--- src/rtl/branch_resolve_queue_if.sv ---
// Fetch/execute-side handshake and predictor-training bus for branch_resolve_queue.
// The master drives pushes and resolves. The slave (the queue) returns training, flush and statistics.
`timescale 1ns/1ps

interface branch_resolve_queue_if #(
  parameter int IDX_W = 12,
  parameter int PC_W  = 32
);
  logic             push_valid;
  logic [IDX_W-1:0] push_idx;
  logic             push_pred;
  logic [PC_W-1:0]  push_pc;
  logic [PC_W-1:0]  push_tgt;
  logic             push_ready;

  logic             res_valid;
  logic             res_taken;

  logic             upd_valid;
  logic [IDX_W-1:0] upd_idx;
  logic             upd_taken;
  logic             flush;
  logic [PC_W-1:0]  redirect_pc;
  logic             res_err;
  logic [15:0]      stat_total;
  logic [15:0]      stat_miss;

  modport master (
    output push_valid, push_idx, push_pred, push_pc, push_tgt,
    output res_valid, res_taken,
    input  push_ready,
    input  upd_valid, upd_idx, upd_taken, flush, redirect_pc, res_err,
    input  stat_total, stat_miss
  );

  modport slave (
    input  push_valid, push_idx, push_pred, push_pc, push_tgt,
    input  res_valid, res_taken,
    output push_ready,
    output upd_valid, upd_idx, upd_taken, flush, redirect_pc, res_err,
    output stat_total, stat_miss
  );
endinterface

--- src/rtl/branch_resolve_queue.sv ---
// In-flight conditional-branch queue. Each in-order resolve pops the head and emits predictor training.
// On a mispredict it also emits a redirect flush and squashes every younger entry.
`timescale 1ns/1ps

module branch_resolve_queue #(
  parameter int DEPTH = 4,
  parameter int IDX_W = 12,
  parameter int PC_W  = 32
) (
  input  logic                  clk,
  input  logic                  rst,
  branch_resolve_queue_if.slave bus
);
  localparam int AW    = $clog2(DEPTH);
  localparam int PTR_W = AW + 1;

  typedef logic [PTR_W-1:0] ptr_t;

  typedef struct packed {
    logic [IDX_W-1:0] idx;
    logic             pred;
    logic [PC_W-1:0]  pc;
    logic [PC_W-1:0]  tgt;
  } entry_t;

  entry_t mem [DEPTH];

  ptr_t   wr_ptr, rd_ptr, count;
  entry_t head;
  entry_t push_entry;
  logic   can_push;
  logic   do_push, do_res, empty_res, mispredict;
  logic [PC_W-1:0] fix_pc;

  logic             upd_valid_q;
  logic [IDX_W-1:0] upd_idx_q;
  logic             upd_taken_q;
  logic             flush_q;
  logic [PC_W-1:0]  redirect_pc_q;
  logic             res_err_q;
  logic [15:0]      stat_total_q;
  logic [15:0]      stat_miss_q;

  // Ready reflects occupancy at the start of the cycle. A same-cycle pop does not free a slot.
  assign can_push = (count < ptr_t'(DEPTH));

  always_comb begin
    // NOTE: every signal below is assigned on every path through this block, so no latch is inferred.
    head       = mem[rd_ptr[AW-1:0]];
    push_entry = '{idx: bus.push_idx, pred: bus.push_pred, pc: bus.push_pc, tgt: bus.push_tgt};
    do_res     = bus.res_valid && (count != '0);
    empty_res  = bus.res_valid && (count == '0);
    mispredict = do_res && (bus.res_taken != head.pred);
    // A push that coincides with a mispredict is wrong-path and is dropped.
    do_push    = bus.push_valid && can_push && !mispredict;
    fix_pc     = bus.res_taken ? head.tgt : head.pc + PC_W'(4);
  end

  // NOTE: the entry storage has no reset. Count and pointers alone decide which slots are live.
  always_ff @(posedge clk) begin
    if (do_push) begin
      mem[wr_ptr[AW-1:0]] <= push_entry;
    end
  end

  // Pointers carry one spare bit. Only the low AW bits address storage, so slots wrap modulo DEPTH.
  always_ff @(posedge clk or posedge rst) begin
    if (rst) begin
      // NOTE: sequential state uses non-blocking assignments, so every register samples pre-edge values.
      wr_ptr <= '0;
      rd_ptr <= '0;
      count  <= '0;
    end else if (mispredict) begin
      rd_ptr <= wr_ptr;
      count  <= '0;
    end else begin
      if (do_push) wr_ptr <= wr_ptr + ptr_t'(1);
      if (do_res)  rd_ptr <= rd_ptr + ptr_t'(1);
      unique case ({do_push, do_res})
        2'b10:   count <= count + ptr_t'(1);
        2'b01:   count <= count - ptr_t'(1);
        default: count <= count;
      endcase
    end
  end

  always_ff @(posedge clk or posedge rst) begin
    if (rst) begin
      upd_valid_q   <= 1'b0;
      upd_idx_q     <= '0;
      upd_taken_q   <= 1'b0;
      flush_q       <= 1'b0;
      redirect_pc_q <= '0;
      res_err_q     <= 1'b0;
      stat_total_q  <= '0;
      stat_miss_q   <= '0;
    end else begin
      upd_valid_q <= do_res;
      flush_q     <= mispredict;
      res_err_q   <= empty_res;
      if (do_res) begin
        upd_idx_q    <= head.idx;
        upd_taken_q  <= bus.res_taken;
        stat_total_q <= stat_total_q + 16'd1;
      end
      if (mispredict) begin
        redirect_pc_q <= fix_pc;
        stat_miss_q   <= stat_miss_q + 16'd1;
      end
    end
  end

  assign bus.push_ready  = can_push;
  assign bus.upd_valid   = upd_valid_q;
  assign bus.upd_idx     = upd_idx_q;
  assign bus.upd_taken   = upd_taken_q;
  assign bus.flush       = flush_q;
  assign bus.redirect_pc = redirect_pc_q;
  assign bus.res_err     = res_err_q;
  assign bus.stat_total  = stat_total_q;
  assign bus.stat_miss   = stat_miss_q;

  // Structural invariants: occupancy bounded, a flush always accompanies a training update.
  a_count_bound: assert property (@(posedge clk) disable iff (rst) count <= ptr_t'(DEPTH));
  a_flush_upd:   assert property (@(posedge clk) disable iff (rst) flush_q |-> upd_valid_q);
  a_err_excl:    assert property (@(posedge clk) disable iff (rst) !(res_err_q && upd_valid_q));

endmodule

--- src/flat_wrapper.sv ---
// flat-port wrapper written by rule: the top's interface ports become plain ports
module branch_resolve_queue_flat 
#(
  parameter int DEPTH = 4,
  parameter int IDX_W = 12,
  parameter int PC_W  = 32
)
  (clk, rst, bus_push_valid, bus_push_idx, bus_push_pred, bus_push_pc, bus_push_tgt, bus_res_valid, bus_res_taken, bus_push_ready, bus_upd_valid, bus_upd_idx, bus_upd_taken, bus_flush, bus_redirect_pc, bus_res_err, bus_stat_total, bus_stat_miss);
  branch_resolve_queue_if #(.IDX_W(IDX_W), .PC_W(PC_W)) bus_i ();
  input  logic clk;
  input  logic rst;
  input wire logic [$bits(bus_i.push_valid)-1:0] bus_push_valid;
  input wire logic [$bits(bus_i.push_idx)-1:0] bus_push_idx;
  input wire logic [$bits(bus_i.push_pred)-1:0] bus_push_pred;
  input wire logic [$bits(bus_i.push_pc)-1:0] bus_push_pc;
  input wire logic [$bits(bus_i.push_tgt)-1:0] bus_push_tgt;
  input wire logic [$bits(bus_i.res_valid)-1:0] bus_res_valid;
  input wire logic [$bits(bus_i.res_taken)-1:0] bus_res_taken;
  output wire logic [$bits(bus_i.push_ready)-1:0] bus_push_ready;
  output wire logic [$bits(bus_i.upd_valid)-1:0] bus_upd_valid;
  output wire logic [$bits(bus_i.upd_idx)-1:0] bus_upd_idx;
  output wire logic [$bits(bus_i.upd_taken)-1:0] bus_upd_taken;
  output wire logic [$bits(bus_i.flush)-1:0] bus_flush;
  output wire logic [$bits(bus_i.redirect_pc)-1:0] bus_redirect_pc;
  output wire logic [$bits(bus_i.res_err)-1:0] bus_res_err;
  output wire logic [$bits(bus_i.stat_total)-1:0] bus_stat_total;
  output wire logic [$bits(bus_i.stat_miss)-1:0] bus_stat_miss;
  assign bus_i.push_valid = bus_push_valid;
  assign bus_i.push_idx = bus_push_idx;
  assign bus_i.push_pred = bus_push_pred;
  assign bus_i.push_pc = bus_push_pc;
  assign bus_i.push_tgt = bus_push_tgt;
  assign bus_i.res_valid = bus_res_valid;
  assign bus_i.res_taken = bus_res_taken;
  assign bus_push_ready = bus_i.push_ready;
  assign bus_upd_valid = bus_i.upd_valid;
  assign bus_upd_idx = bus_i.upd_idx;
  assign bus_upd_taken = bus_i.upd_taken;
  assign bus_flush = bus_i.flush;
  assign bus_redirect_pc = bus_i.redirect_pc;
  assign bus_res_err = bus_i.res_err;
  assign bus_stat_total = bus_i.stat_total;
  assign bus_stat_miss = bus_i.stat_miss;
  branch_resolve_queue #(.DEPTH(DEPTH), .IDX_W(IDX_W), .PC_W(PC_W)) u_core (.clk(clk), .rst(rst), .bus(bus_i));
endmodule
--- config.mk ---
export PLATFORM = sky130hd
export DESIGN_NAME = branch_resolve_queue_flat
export DESIGN_NICKNAME = d
export VERILOG_FILES = /design/src/rtl/branch_resolve_queue_if.sv /design/src/rtl/branch_resolve_queue.sv /design/src/flat_wrapper.sv
export SDC_FILE = /design/constraint.sdc
export NUM_CORES = 1
export LEC_CHECK = 0
export CORE_MARGIN = 2
export CORE_UTILIZATION = 50
export DETAILED_ROUTE_END_ITERATION = 8
export HOLD_SLACK_MARGIN = 0.03
export PLACE_DENSITY = 0.72
export SYNTH_ARGS = -nofsm -noshare
export SYNTH_HDL_FRONTEND = slang
export SYNTH_SLANG_ARGS = --single-unit
--- constraint.sdc ---
create_clock -name clk -period 10.79 [get_ports clk]
set_input_delay 1.079 -clock clk [delete_from_list [all_inputs] [get_ports clk]]
set_output_delay 1.079 -clock clk [all_outputs]
set_load 0.02 [all_outputs]
==> impl_metrics.yaml <==
floorplanning:
  fp-row-count: 64
  core_area_mm2: 0.0307
  die_area_mm2: 0.0328
  start_util_pct: 50.9
  fp.dieH_um: 181
  die_w_um: 181
  ios: 163
timing:
  setup_viol: 0
  slew_headroom_pct: 34.5
  fin_skew_ns: 0.0186
  fmax_ghz: 0.224
  period_needed_ns: 4.47
  worstMarginPinSlew_ns: 0.983
  holdWs_ns: 0.477
  rsz0062_at_grt: "no"
  finalSetupTns_ns: 0
  finalCritPeriodShare_pct: 41.4
  slew_viol_final: 0
  hold_viol: 0
run:
  cap_violations: 0
route:
  via_per_inst: 5.59
  drtIter0Drc: 610
  drt-total-wl_um: 31100
  ant_nets: 0
  drtPass1Iterations: 5
  wire_per_inst_um: 21.3
  via_count: 8161
  drc_errors: 0
hold_path:
  hold_path_class: "flip-flop to flip-flop"
  worstHoldPathCells: 1
cts:
  insertion_delay_ns: 0.52
  cts_setup_buffers: 0
  cts_resized: 0
  cts_buffers: 40
  clk_path_buf_depth: 3
  ctsHoldBuffers: 0
  cts.sinks: 395
  cts_max_level: 2
  clkTransAtPathRegs_ns: 0.06
  cts_tree: "done"
  cts_root_buffer: "clkbuf_16"
synth:
  synth_flop_cell: "edfxtp_1"
  synth.largest_area_cell: "edfxtp_1"
  syn_area_mm2: 0.0157
  synth_edf_count: 308
  yosysWarningCount: 0
  ys_seq_elements: 395
  synth.top_cell.area_share_pct: 59.1
  synthArstFlopShare_pct: 22.0
  ys_types: 53
  seq_area_frac_synth_pct: 73.0
  synth_nets: 951
  synth_cells: 860
  synthTopCellsByArea: "edfxtp_1 (59%), dfrtp_1 (14%), mux4_2 (10%)"
  synthMostInstantiatedCell: "edfxtp_1"
  avgSynthCellArea_um2: 18.2
  synth_commonest_cells: "edfxtp_1 (308), dfrtp_1 (87), nand2_1 (80)"
critical_path:
  reg2regPathDepth: 6
  cp.depth: 6
  path_class: "flip-flop to flip-flop"
  critPathLaunchType: "flip-flop"
  cp_max_fo: 59
  crit_family: "simple AND/OR/NAND/NOR gates"
  cp_data_required_time_ns: 10.92
  critical_path_arrival_ns: 4.60
  crit_slowest_cell: "dfrtp_4"
  crit_buf_inv: 1
  cpPeakStageDelay_ns: 0.85
  cp_cell_sequence: "mux4_1 > xor2_1 > nand2_2 > and3_1 > and2_4 > buf_4"
  worstSetupEndpointType: "flip-flop"
global_route:
  grt_max_degree: 60
  antenna_found_initial: 0
  grt_pass1_wl_um: 48100
  grt_pass1_vias: 8339
  grt_util_all_layers_pct: 19.2
  grt-ovfl-total: 0
power:
  power_density_mw_per_mm2: 266
  leakage_nw: 6.60
  max-vdd-ir-drop_mv: 0.146
placement:
  port_buffers: 162
  place_congestion: 0.743
  hpwl_um: 19500
final_layout:
  fin_util_pct: 61.6
  drive_gt1_share_pct: 16.5
  area_growth_pct: 20.9
  diodes: 0
  nNetsFinal: 1125
run_status:
  outcome: "complete, no violations"
-- routing by layer --
layer	wire length, um	part of all wire (%)	vias up	global-route usage, %
met5	0	0	-	0
met4	567	1.8	0	4.88
met3	1650	5.3	41	2.90
met2	15600	50	265	32.2
met1	13300	43	4185	26.8
li1	-	-	3670	-
-- through the flow --
stage	area, um2	power [mW]	setup slack [ns]	cells
2_1_floorplan	15700	3.20	6.53	860
5_1_grt	18900	5.29	6.00	1460
4_1_cts	18900	5.10	6.22	1460
6_report	18900	5.04	6.32	1460
3_5_place_dp	17600	3.74	5.87	1388
3_3_place_gp	17600	3.71	5.98	1388
-- where the power goes --
part / internal [mW] / switching, mW / total [mW]
clock: 0.804 / 0.544 / 1.35
combinational: 0.692 / 0.815 / 1.51
sequential: 1.98 / 0.201 / 2.18
total: 3.48 / 1.56 / 5.04
-- worst reg2reg max path, delay by kind of cell, from the launching register on --
family,cells,cell delay (ns)
buf+inv,1,0.79
mux,1,0.66
flops,1,0.85
simple gates,3,1.55
xor+xnor,1,0.20
-- registers in the layout (all words and copies together) (netlist names) --
signal,count
u_core.mem,308
u_core.bus.redirect_pc,32
u_core.bus.stat_miss,16
u_core.bus.stat_total,16
u_core.bus.upd_idx,12
u_core.count,3
u_core.rd_ptr,2
u_core.wr_ptr,2
u_core.bus.flush,1
u_core.bus.res_err,1
u_core.bus.upd_taken,1
u_core.bus.upd_valid,1
-- cells by family after synthesis --
group / share of synthesized area (%)
flops: 73.0
mux: 11.9
fa+ha+maj: 0.767
buf+inv: 1.68
xor+xnor: 3.47
compound gates: 2.42
simple gates: 6.78
-- layout make-up --
type / count / area [um2]
Multi-Input combinational cell: 414 / 3990
Fill cell: 2262 / 11800
Clock inverter: 18 / 166
Timing Repair Buffer: 171 / 1680
Inverter: 12 / 47.5
Tap cell: 396 / 495
Clock buffer: 54 / 1130
Sequential cell: 395 / 11400
-- worst paths after layout --
check	to	start	slack (ns)
worst max-delay path	u_core.mem[3][34]$_DFFE_PP_	u_core.rd_ptr[0]$_DFFE_PP0P_	6.32
worst min-delay path	u_core.bus.stat_miss[15]$_DFFE_PP0N_	u_core.bus.stat_miss[15]$_DFFE_PP0N_	0.48
worst max register to register	u_core.mem[3][34]$_DFFE_PP_	u_core.rd_ptr[0]$_DFFE_PP0P_	6.32
worst min register to register	u_core.bus.stat_miss[15]$_DFFE_PP0N_	u_core.bus.stat_miss[15]$_DFFE_PP0N_	0.48
max in group asynchronous	u_core.rd_ptr[0]$_DFFE_PP0P_	rst	8.71
min in group asynchronous	u_core.bus.stat_total[14]$_DFFE_PP0P_	rst	0.91
-- cell usage in the layout, fill, tap and decap left out, drive strengths merged, types with 13 or more instances in the layout --
cell type	Yosys	final
edfxtp	308	308
o22ai	14	14
inv	12	13
clkdlybuf4s50	0	161
nand2	80	80
dfrtp	87	87
clkbuf	15	54
nand3	24	24
o21ai	19	19
a21oi	22	22
xnor2	50	50
nor2	36	36
mux4	77	77
(Power assumes the default switching activity.)
